===== config.mk =====
export PLATFORM = sky130hd
export DESIGN_NAME = pwm_symbol_encoder
export DESIGN_NICKNAME = d
export VERILOG_FILES = /design/src/rtl/pwm4sdr_pkg.sv /design/src/rtl/pwm_phase_counter.sv /design/src/rtl/pwm_symbol_encoder.sv
export SDC_FILE = /design/constraint.sdc
export NUM_CORES = 1
export LEC_CHECK = 0
export CAP_MARGIN = 40
export CORE_MARGIN = 8
export CORE_UTILIZATION = 45
export DETAILED_ROUTE_END_ITERATION = 8
export HOLD_SLACK_MARGIN = 0.05
export MAX_ROUTING_LAYER = met4
export PLACE_DENSITY = 0.77
export SYNTH_ARGS = -nofsm -noshare
export SYNTH_HDL_FRONTEND = slang
export SYNTH_SLANG_ARGS = --single-unit

===== constraint.sdc =====
create_clock -name clock -period 3.9 [get_ports clock]
set_input_delay 0.585 -clock clock [delete_from_list [all_inputs] [get_ports clock]]
set_output_delay 0.585 -clock clock [all_outputs]
set_load 0.1 [all_outputs]

===== src/rtl/pwm4sdr_pkg.sv =====
// Shared definitions for the PWM baseband encoder/decoder pair.
//   pwm_state_e      : pulse sequencing states (IDLE / PULSE / GAP)
//   DEF_*            : default waveform constants
//   SAMPLE_W         : width of signed baseband samples
//   SYMBOL_W         : width of unsigned symbol values
package pwm4sdr_pkg;

  typedef enum logic [1:0] {
    ST_IDLE  = 2'd0,
    ST_PULSE = 2'd1,
    ST_GAP   = 2'd2
  } pwm_state_e;

  localparam int DEF_UNIT_SAMPLES = 4;
  localparam int DEF_GAP_SAMPLES  = 16;
  localparam int DEF_AMPLITUDE    = 1000;
  localparam int DEF_MAX_SYMBOL   = 15;

  localparam int SAMPLE_W = 16;
  localparam int SYMBOL_W = 8;

endpackage


===== src/rtl/pwm_phase_counter.sv =====
// Loadable down-counter that times one waveform phase.
//   clock    : system clock
//   reset_n  : synchronous reset, active low (count clears to 0)
//   load     : load load_val this cycle (wins over dec)
//   load_val : phase length in samples
//   dec      : decrement by one (saturates at 0)
//   last     : count equals 1, i.e. the next decrement ends the phase
module pwm_phase_counter #(
  parameter int WIDTH = 8
) (
  input  logic             clock,
  input  logic             reset_n,
  input  logic             load,
  input  logic [WIDTH-1:0] load_val,
  input  logic             dec,
  output logic             last
);

  logic [WIDTH-1:0] cnt;

  always_ff @(posedge clock) begin
    if (!reset_n) begin
      cnt <= '0;
    end else if (load) begin
      cnt <= load_val;
    end else if (dec && (cnt != '0)) begin
      cnt <= cnt - 1'b1;
    end
  end

  assign last = (cnt == WIDTH'(1));

endmodule


===== src/rtl/pwm_symbol_encoder.sv =====
// Turns a symbol stream into a PWM baseband sample stream. Each symbol
// becomes a HIGH phase of (symbol+1)*UNIT_SAMPLES samples at +AMPLITUDE
// followed by GAP_SAMPLES samples at -AMPLITUDE. One sample per sample_en.
//   clock        : system clock
//   reset_n      : synchronous reset, active low
//   sample_en    : sample-rate strobe
//   symbol_in    : unsigned symbol, clamped to MAX_SYMBOL
//   symbol_valid : symbol_in is valid
//   symbol_ready : symbol can be accepted this cycle (combinational)
//   sample_out   : signed output sample (registered)
//   sample_valid : sample_en delayed by one cycle
//   busy         : a pulse (HIGH or GAP phase) is in progress
//   symbol_err   : one-cycle flag after accepting an out-of-range symbol
//
// state    | meaning
// ST_IDLE  | no pulse; emits 0, waits for a symbol
// ST_PULSE | HIGH phase; emits +AMPLITUDE
// ST_GAP   | LOW phase; emits -AMPLITUDE, may chain into the next pulse
import pwm4sdr_pkg::*;

module pwm_symbol_encoder #(
  parameter int UNIT_SAMPLES = DEF_UNIT_SAMPLES,
  parameter int GAP_SAMPLES  = DEF_GAP_SAMPLES,
  parameter int AMPLITUDE    = DEF_AMPLITUDE,
  parameter int MAX_SYMBOL   = DEF_MAX_SYMBOL
) (
  input  logic                clock,
  input  logic                reset_n,
  input  logic                sample_en,
  input  logic [SYMBOL_W-1:0] symbol_in,
  input  logic                symbol_valid,
  output logic                symbol_ready,
  output logic [SAMPLE_W-1:0] sample_out,
  output logic                sample_valid,
  output logic                busy,
  output logic                symbol_err
);

  localparam int CNT_W = $clog2((MAX_SYMBOL + 1) * UNIT_SAMPLES + GAP_SAMPLES) + 1;

  localparam logic [SAMPLE_W-1:0] LEVEL_HIGH = SAMPLE_W'(AMPLITUDE);
  localparam logic [SAMPLE_W-1:0] LEVEL_LOW  = SAMPLE_W'(-AMPLITUDE);
  localparam logic [CNT_W-1:0]    GAP_LEN    = CNT_W'(GAP_SAMPLES);

  if (AMPLITUDE < 0 || AMPLITUDE > 32767) begin : g_amplitude_check
    $error("pwm_symbol_encoder: AMPLITUDE must be within 0..32767");
  end
  if (GAP_SAMPLES < 1) begin : g_gap_check
    $error("pwm_symbol_encoder: GAP_SAMPLES must be at least 1");
  end

  pwm_state_e           state, state_next;
  logic                 cnt_load, cnt_dec, cnt_last;
  logic [CNT_W-1:0]     cnt_load_val;
  logic                 take_sym;
  logic                 sym_clamped;
  logic [SYMBOL_W-1:0]  sym_w;
  logic [CNT_W-1:0]     pulse_len;

  assign sym_clamped = (int'(symbol_in) > MAX_SYMBOL);
  assign sym_w       = sym_clamped ? SYMBOL_W'(MAX_SYMBOL) : symbol_in;
  assign pulse_len   = CNT_W'((int'(sym_w) + 1) * UNIT_SAMPLES);

  // Accepting on the final gap strobe lets the next pulse start on the
  // very next strobe, so back-to-back symbols leave no idle sample.
  assign symbol_ready = (state == ST_IDLE) ||
                        ((state == ST_GAP) && sample_en && cnt_last);
  assign take_sym     = symbol_valid && symbol_ready;
  assign busy         = (state == ST_PULSE) || (state == ST_GAP);

  pwm_phase_counter #(
    .WIDTH(CNT_W)
  ) u_phase_counter (
    .clock    (clock),
    .reset_n  (reset_n),
    .load     (cnt_load),
    .load_val (cnt_load_val),
    .dec      (cnt_dec),
    .last     (cnt_last)
  );

  always_ff @(posedge clock) begin
    if (!reset_n) begin
      state <= ST_IDLE;
    end else begin
      state <= state_next;
    end
  end

  always_comb begin
    state_next   = state;
    cnt_load     = 1'b0;
    cnt_dec      = 1'b0;
    cnt_load_val = pulse_len;
    unique case (state)
      ST_IDLE: begin
        if (take_sym) begin
          state_next = ST_PULSE;
          cnt_load   = 1'b1;
        end
      end
      ST_PULSE: begin
        if (sample_en) begin
          cnt_dec = 1'b1;
          if (cnt_last) begin
            state_next   = ST_GAP;
            cnt_load     = 1'b1;
            cnt_load_val = GAP_LEN;
          end
        end
      end
      ST_GAP: begin
        if (sample_en) begin
          cnt_dec = 1'b1;
          if (cnt_last) begin
            if (take_sym) begin
              state_next = ST_PULSE;
              cnt_load   = 1'b1;
            end else begin
              state_next = ST_IDLE;
            end
          end
        end
      end
      default: state_next = ST_IDLE;
    endcase
  end

  // The emitted level reflects the state before the edge, so an IDLE
  // transfer on a strobe still emits 0 and HIGH starts one strobe later.
  always_ff @(posedge clock) begin
    if (!reset_n) begin
      sample_out   <= '0;
      sample_valid <= 1'b0;
      symbol_err   <= 1'b0;
    end else begin
      sample_valid <= sample_en;
      symbol_err   <= take_sym && sym_clamped;
      if (sample_en) begin
        unique case (state)
          ST_PULSE: sample_out <= LEVEL_HIGH;
          ST_GAP:   sample_out <= LEVEL_LOW;
          default:  sample_out <= '0;
        endcase
      end
    end
  end

endmodule


==> impl_metrics.env, run 1 <==
export IMPL_status="finished, final reports clean"
export IMPL_die_height_um=64.65
export IMPL_die_area_mm2=0.004179
export IMPL_period_needed_ps=2638
export IMPL_design_area_mm2=0.001546
export IMPL_grt_setup_unrepaired="false"
export IMPL_cts_sinks=15
export IMPL_nets=181
export IMPL_grt_pass1_wl_um=3857
export IMPL_ys_async_sr_fraction=0
export IMPL_synth_compound_area_frac=0.1175
export IMPL_cts_hold_buf=0
export IMPL_antenna_found_initial=0
export IMPL_synth_cell_types=34
export IMPL_critPathMaxFanout=8
export IMPL_insertion_delay_ps=280
export IMPL_total_power_mw=0.7663
export IMPL_tightest_slew_ps=763.4
export IMPL_fin_crit_sh=0.6764
export IMPL_synth_edf_count=0
export IMPL_setup_ws_ps=1262
export IMPL_max_slew_margin_rel=0.4864
export IMPL_drc_errors=0
export IMPL_drt_antenna_violating_nets=0
export IMPL_cts_setup_buffers=0
export IMPL_start_kind="input port"
export IMPL_routed_wirelength_um=2432
export IMPL_fill_cells=176
export IMPL_die_x_um=64.65
export IMPL_muxShareOfSynthArea=0.02820
export IMPL_cts_root_buffer="clkbuf_4"
export IMPL_hold_depth=2
export IMPL_path_depth=5
export IMPL_fmax_mhz=379.1
export IMPL_crit_buf_inv=2
export IMPL_required_ps=3310
export IMPL_synthSimpleGateAreaFrac=0.2738
export IMPL_arrival_ps=2050
export IMPL_cts_resized=0
export IMPL_drive_gt1_frac=0.1709
export IMPL_maxCapViolCount=0
export IMPL_worstReg2RegStart="state[1]"
export IMPL_critical_path_max_stage_delay_ps=640
export IMPL_reg2reg_slack_ps=1720
export IMPL_vias_per_cell=5.204
export IMPL_rr_worst_depth=7
export IMPL_place_detailed_hpwl_um=2048
export IMPL_firstDrtPassIters=6
export IMPL_cp_startpoint="sample_en"
export IMPL_cpMaxStageDelayCell="clkdlybuf4s50_1"
export IMPL_finalNonFillerCells=186
export IMPL_setup_viol=0
export IMPL_synth_fa_ha_area_frac=0.1175
export IMPL_seq_area_um2=300.3
export IMPL_finalHoldViolations=0
export IMPL_hp_class="reg2reg"
export IMPL_synthToLayoutAreaGrowth_pct=45.24
export IMPL_power_leakage_nw=0.6153
export IMPL_rows=17
export IMPL_ys_warnings_count=0
export IMPL_numCtsBuffers=3
export IMPL_synth_xor_xnor_area_share=0.05758
export IMPL_drt_iter0_markers=18
export IMPL_grt_max_degree=14
export IMPL_antenna_cells=0
export IMPL_gp_congestion=0.7874
export IMPL_cts_tree="done"
export IMPL_io_buffer_count=28
export IMPL_clock_skew_ps=7.824
export IMPL_grt_use_total=0.1151
export IMPL_cts_buffer_depth=2
export IMPL_grt_pass1_vias=909
export IMPL_gr_total_overflow=0
export IMPL_synthCells=123
export IMPL_ir_drop_v=0.0003031
export IMPL_htree_levels=1
export IMPL_drv_slew=0
export IMPL_power_density_mw_per_mm2=495.5
export IMPL_num_io_pins=32
export IMPL_drt_wirelength_per_cell_um=13.08
export IMPL_vias=968
export IMPL_hold_slack_ps=506.0
export IMPL_place_inst=182
export IMPL_hp_start="sample_out[3]"
export IMPL_fin_setup_tns_ps=0
export IMPL_post_route_util=0.6924
export IMPL_worstSetupPathType="in2out"
export IMPL_seq_area_frac_synth=0.2820
export IMPL_place_area_mm2=0.001520
export IMPL_netlist_area_mm2=0.001065
export IMPL_path_clk_slew_ps=80
export IMPL_avgSynthCellArea_um2=8.657
export IMPL_design_core_area_mm2=0.002233
export IMPL_worstSetupEndpointType="output pin"
export IMPL_cpLargestDelayFamily="buffers and inverters"
export IMPL_multiInputGateArea_um2=644.4
export IMPL_post_place_ws_ps=1251
export IMPL_synth_top_family_by_area="simple AND/OR/NAND/NOR gates"
export IMPL_yosys_register_bits=15
export IMPL_start_util=0.4768
export IMPL_ys_flop_type="dfxtp_1"
export IMPL_crit_chain="clkdlybuf4s50_1, nand3b_1, nor3_2, a21o_2, buf_4"
==> cells by family after synthesis <==
logic type,after synthesis
adder cells (fa/ha/maj),10
buffers and inverters,21
AO/OA/AOI/OAI,15
other,1
multiplexers,3
AND/OR/NAND/NOR,51
XOR/XNOR,7
flip-flops,15
==> worst reg2reg max path: stages (launching register included) <==
cell	delay, ps
dfxtp_1	440
inv_1	110
ha_1	360
nand2_1	90
a31oi_1	530
nand3_1	180
xnor2_1	160
o211a_1	200
==> layout make-up <==
class / instances / area share
flip-flops and latches: 15 / 0.1942
inverters: 6 / 0.01456
multi-input cells: 89 / 0.4167
clock buffers: 4 / 0.01699
repair buffers: 44 / 0.3350
well taps: 28 / 0.02265
==> path summary, 6_finish.rpt <==
path,to
max,symbol_ready
min,sample_out[3]
max reg2reg,u_phase_counter.cnt[4]
min reg2reg,sample_out[3]
==> report_power, final <==
part / leakage, nW / switching (mW) / total (mW) / internal (mW)
logic: 0.478 / 0.307 / 0.477 / 0.170
registers: 0.122 / 0.0250 / 0.199 / 0.174
clock network: 0.0150 / 0.0502 / 0.0899 / 0.0397
==> sequential cells by signal (all words and copies together) (netlist names) <==
signal               flops
u_phase_counter.cnt      8
sample_out               3
symbol_err               1
sample_valid             1
state                    2
==> cell usage in the layout (no fill, tap or decap), types with 4 or more instances in the layout <==
cell type        synthesis  layout
inv_1                    6       6
ha_1                    10      10
buf_8                    0      16
nand2_1                  7       7
clkdlybuf4s50_1          0      27
nor2b_1                  5       5
xnor2_1                  4       4
dfxtp_1                 15      15
nand3_1                  7       7
nor2_1                  11      11
nand2b_1                 5       5
==> layer usage <==
| layer | vias up | routed length [µm] | track usage |
|---|---|---|---|
| li1 | 479 | - | - |
| met2 | 36 | 1283 | 0.2149 |
| met5 | - | 0 | - |
| met4 | 0 | 0 | 0.03815 |
| met1 | 453 | 983 | 0.1171 |
| met3 | 0 | 165 | 0.02234 |
==> synthesized netlist by cell type, types with 2 or more instances <==
master    number  area, µm²
nand3_1        7      35.03
xnor2_1        4      35.03
nand2_1        7      26.28
dfxtp_1       15      300.3
nor2_1        11      41.29
nor4_1         3      18.77
a211oi_1       2      15.01
nand4b_1       2      17.52
clkbuf_1       2      7.510
ha_1          10      125.1
o21ai_0        3      15.01
nand3b_1       3      22.52
o22ai_1        2      12.51
nor2b_1        5      31.28
buf_4         13      97.59
a21boi_1       2      15.01
nand4_1        2      12.51
xor2_1         3      26.28
nand2b_1       5      31.28
inv_1          6      22.52
mux2i_1        3      30.03
(Power assumes the default switching activity.)
==> inputs of run 2 (changes only) <==
clock period = 2.5 ns   (was 3.9 ns; I/O delays follow)
==> run 2 against run 1 <==
  * Clock skew down 4.3 ps
  * Via count fell by 8.7%
  * Register-to-register slack got worse by 1100 ps
==> impl_metrics.env, run 2 (synthesis results as in run 1) <==
export IMPL_finalNonFillerCells=172
export IMPL_firstDrtPassIters=4
export IMPL_place_area_mm2=0.001267
export IMPL_cts_root_buffer="clkbuf_4"
export IMPL_cts_resized=0
export IMPL_final_cell_mix="18 x buf_4, 15 x dfxtp_1, 11 x nor2_1, 11 x clkdlybuf4s50_1, 10 x ha_1"
export IMPL_cts_hold_buf=0
export IMPL_status="finished, final reports clean"
export IMPL_total_power_mw=1.108
export IMPL_place_inst=168
export IMPL_top_register="u_phase_counter.cnt"
export IMPL_routed_wirelength_um=2149
export IMPL_num_io_pins=32
export IMPL_clock_skew_ps=3.504
export IMPL_critPathMaxFanout=6
export IMPL_worstSetupEndpointType="output pin"
export IMPL_start_util=0.4768
export IMPL_power_density_mw_per_mm2=856.0
export IMPL_worstSetupPathType="reg2out"
export IMPL_maxCapViolCount=0
export IMPL_synthToLayoutAreaGrowth_pct=21.62
export IMPL_grt_pass1_vias=859
export IMPL_place_detailed_hpwl_um=1764
export IMPL_cts_tree="done"
export IMPL_gp_congestion=0.8367
export IMPL_start_kind="flip-flop"
export IMPL_post_route_util=0.5798
export IMPL_die_area_mm2=0.004179
export IMPL_switchingPower_mw=0.5779
export IMPL_cpMaxStageDelayCell="or4_4"
export IMPL_cts_sinks=15
export IMPL_crit_chain="or4_4, nor3_2, a21o_2, buf_12"
export IMPL_critical_path_max_stage_delay_ps=600
export IMPL_htree_levels=1
export IMPL_power_internal_mw=0.5306
export IMPL_required_ps=2120
export IMPL_die_x_um=64.65
export IMPL_drv_slew=0
export IMPL_p_seq_frac=0.279
export IMPL_grt_max_degree=14
export IMPL_p_sw_frac=0.5213
export IMPL_vias_per_cell=5.140
export IMPL_nets=167
export IMPL_design_core_area_mm2=0.002233
export IMPL_pwr_share_clk=0.126
export IMPL_antenna_found_initial=0
export IMPL_grt_pass1_wl_um=3574
export IMPL_insertion_delay_ps=280
export IMPL_largestRegisters="u_phase_counter.cnt (8), sample_out (3), state (2)"
export IMPL_hp_class="reg2reg"
export IMPL_cpLargestDelayFamily="simple AND/OR/NAND/NOR gates"
export IMPL_grt_use_total=0.1048
export IMPL_setup_viol=0
export IMPL_ir_drop_v=0.0005214
export IMPL_period_needed_ps=2276
export IMPL_cts_setup_buffers=0
export IMPL_arrival_ps=1900
export IMPL_fin_setup_tns_ps=0
export IMPL_fmax_mhz=439.5
export IMPL_fin_crit_sh=0.9102
export IMPL_rows=17
export IMPL_layout_commonest_cell="buf_4"
export IMPL_drt_iter0_markers=21
export IMPL_drive_gt1_frac=0.2083
export IMPL_setup_ws_ps=224.4
export IMPL_drt_wirelength_per_cell_um=12.49
export IMPL_post_place_ws_ps=371.5
export IMPL_drt_antenna_violating_nets=0
export IMPL_design_area_mm2=0.001295
export IMPL_io_buffer_count=28
export IMPL_grt_setup_unrepaired="false"
export IMPL_finalHoldViolations=0
export IMPL_crit_buf_inv=1
export IMPL_die_height_um=64.65
export IMPL_power_leakage_nw=0.5493
export IMPL_vias=884
export IMPL_combinationalPowerShare=0.595
export IMPL_drc_errors=0
export IMPL_hold_slack_ps=487.7
export IMPL_largest_reg_flops=8
export IMPL_antenna_cells=0
export IMPL_cts_buffer_depth=2
export IMPL_numCtsBuffers=3
export IMPL_gr_total_overflow=0
export IMPL_path_clk_slew_ps=100
## run 2: worst min-delay path, stage by stage (launching register included)
cell,delay (ps)
dfxtp_1,320
nand2b_1,60
a21boi_0,70
## run 2: per-layer routing
| metal | up-vias | wire, µm | GRT usage |
|---|---|---|---|
| met5 | - | 0 | - |
| met3 | 4 | 187 | 0.03608 |
| li1 | 447 | - | - |
| met4 | 0 | 37 | 0.04360 |
| met2 | 34 | 943 | 0.1640 |
| met1 | 399 | 981 | 0.1194 |
## run 2: final cells by class
cell class / instances / area [µm²]
clock buffers: 3 / 22.52
clock inverters: 1 / 5.005
fillers: 211 / 938.4
inverters: 6 / 22.52
multi-input cells: 89 / 644.4
flip-flops and latches: 15 / 300.3
well taps: 28 / 35.03
repair buffers: 30 / 265.3
## run 2: path summary, 6_finish.rpt
kind         slack [ps]  cells after the start              startpoint       endpoint
max                 220                      4  u_phase_counter.cnt[2]   symbol_ready
min                 490                      2           sample_out[3]  sample_out[3]
max reg2reg         610                      5  u_phase_counter.cnt[2]       state[0]
min reg2reg         490                      2           sample_out[3]  sample_out[3]
## run 2: power by group through the flow
stage | clock (mW) | combinational (mW) | sequential [mW]
after floorplan | 0 | 0.475 | 0.370
after global placement | 0 | 0.651 | 0.313
after detailed placement | 0 | 0.657 | 0.315
after CTS | 0.145 | 0.661 | 0.309
after global routing | 0.159 | 0.693 | 0.316
final | 0.140 | 0.659 | 0.309
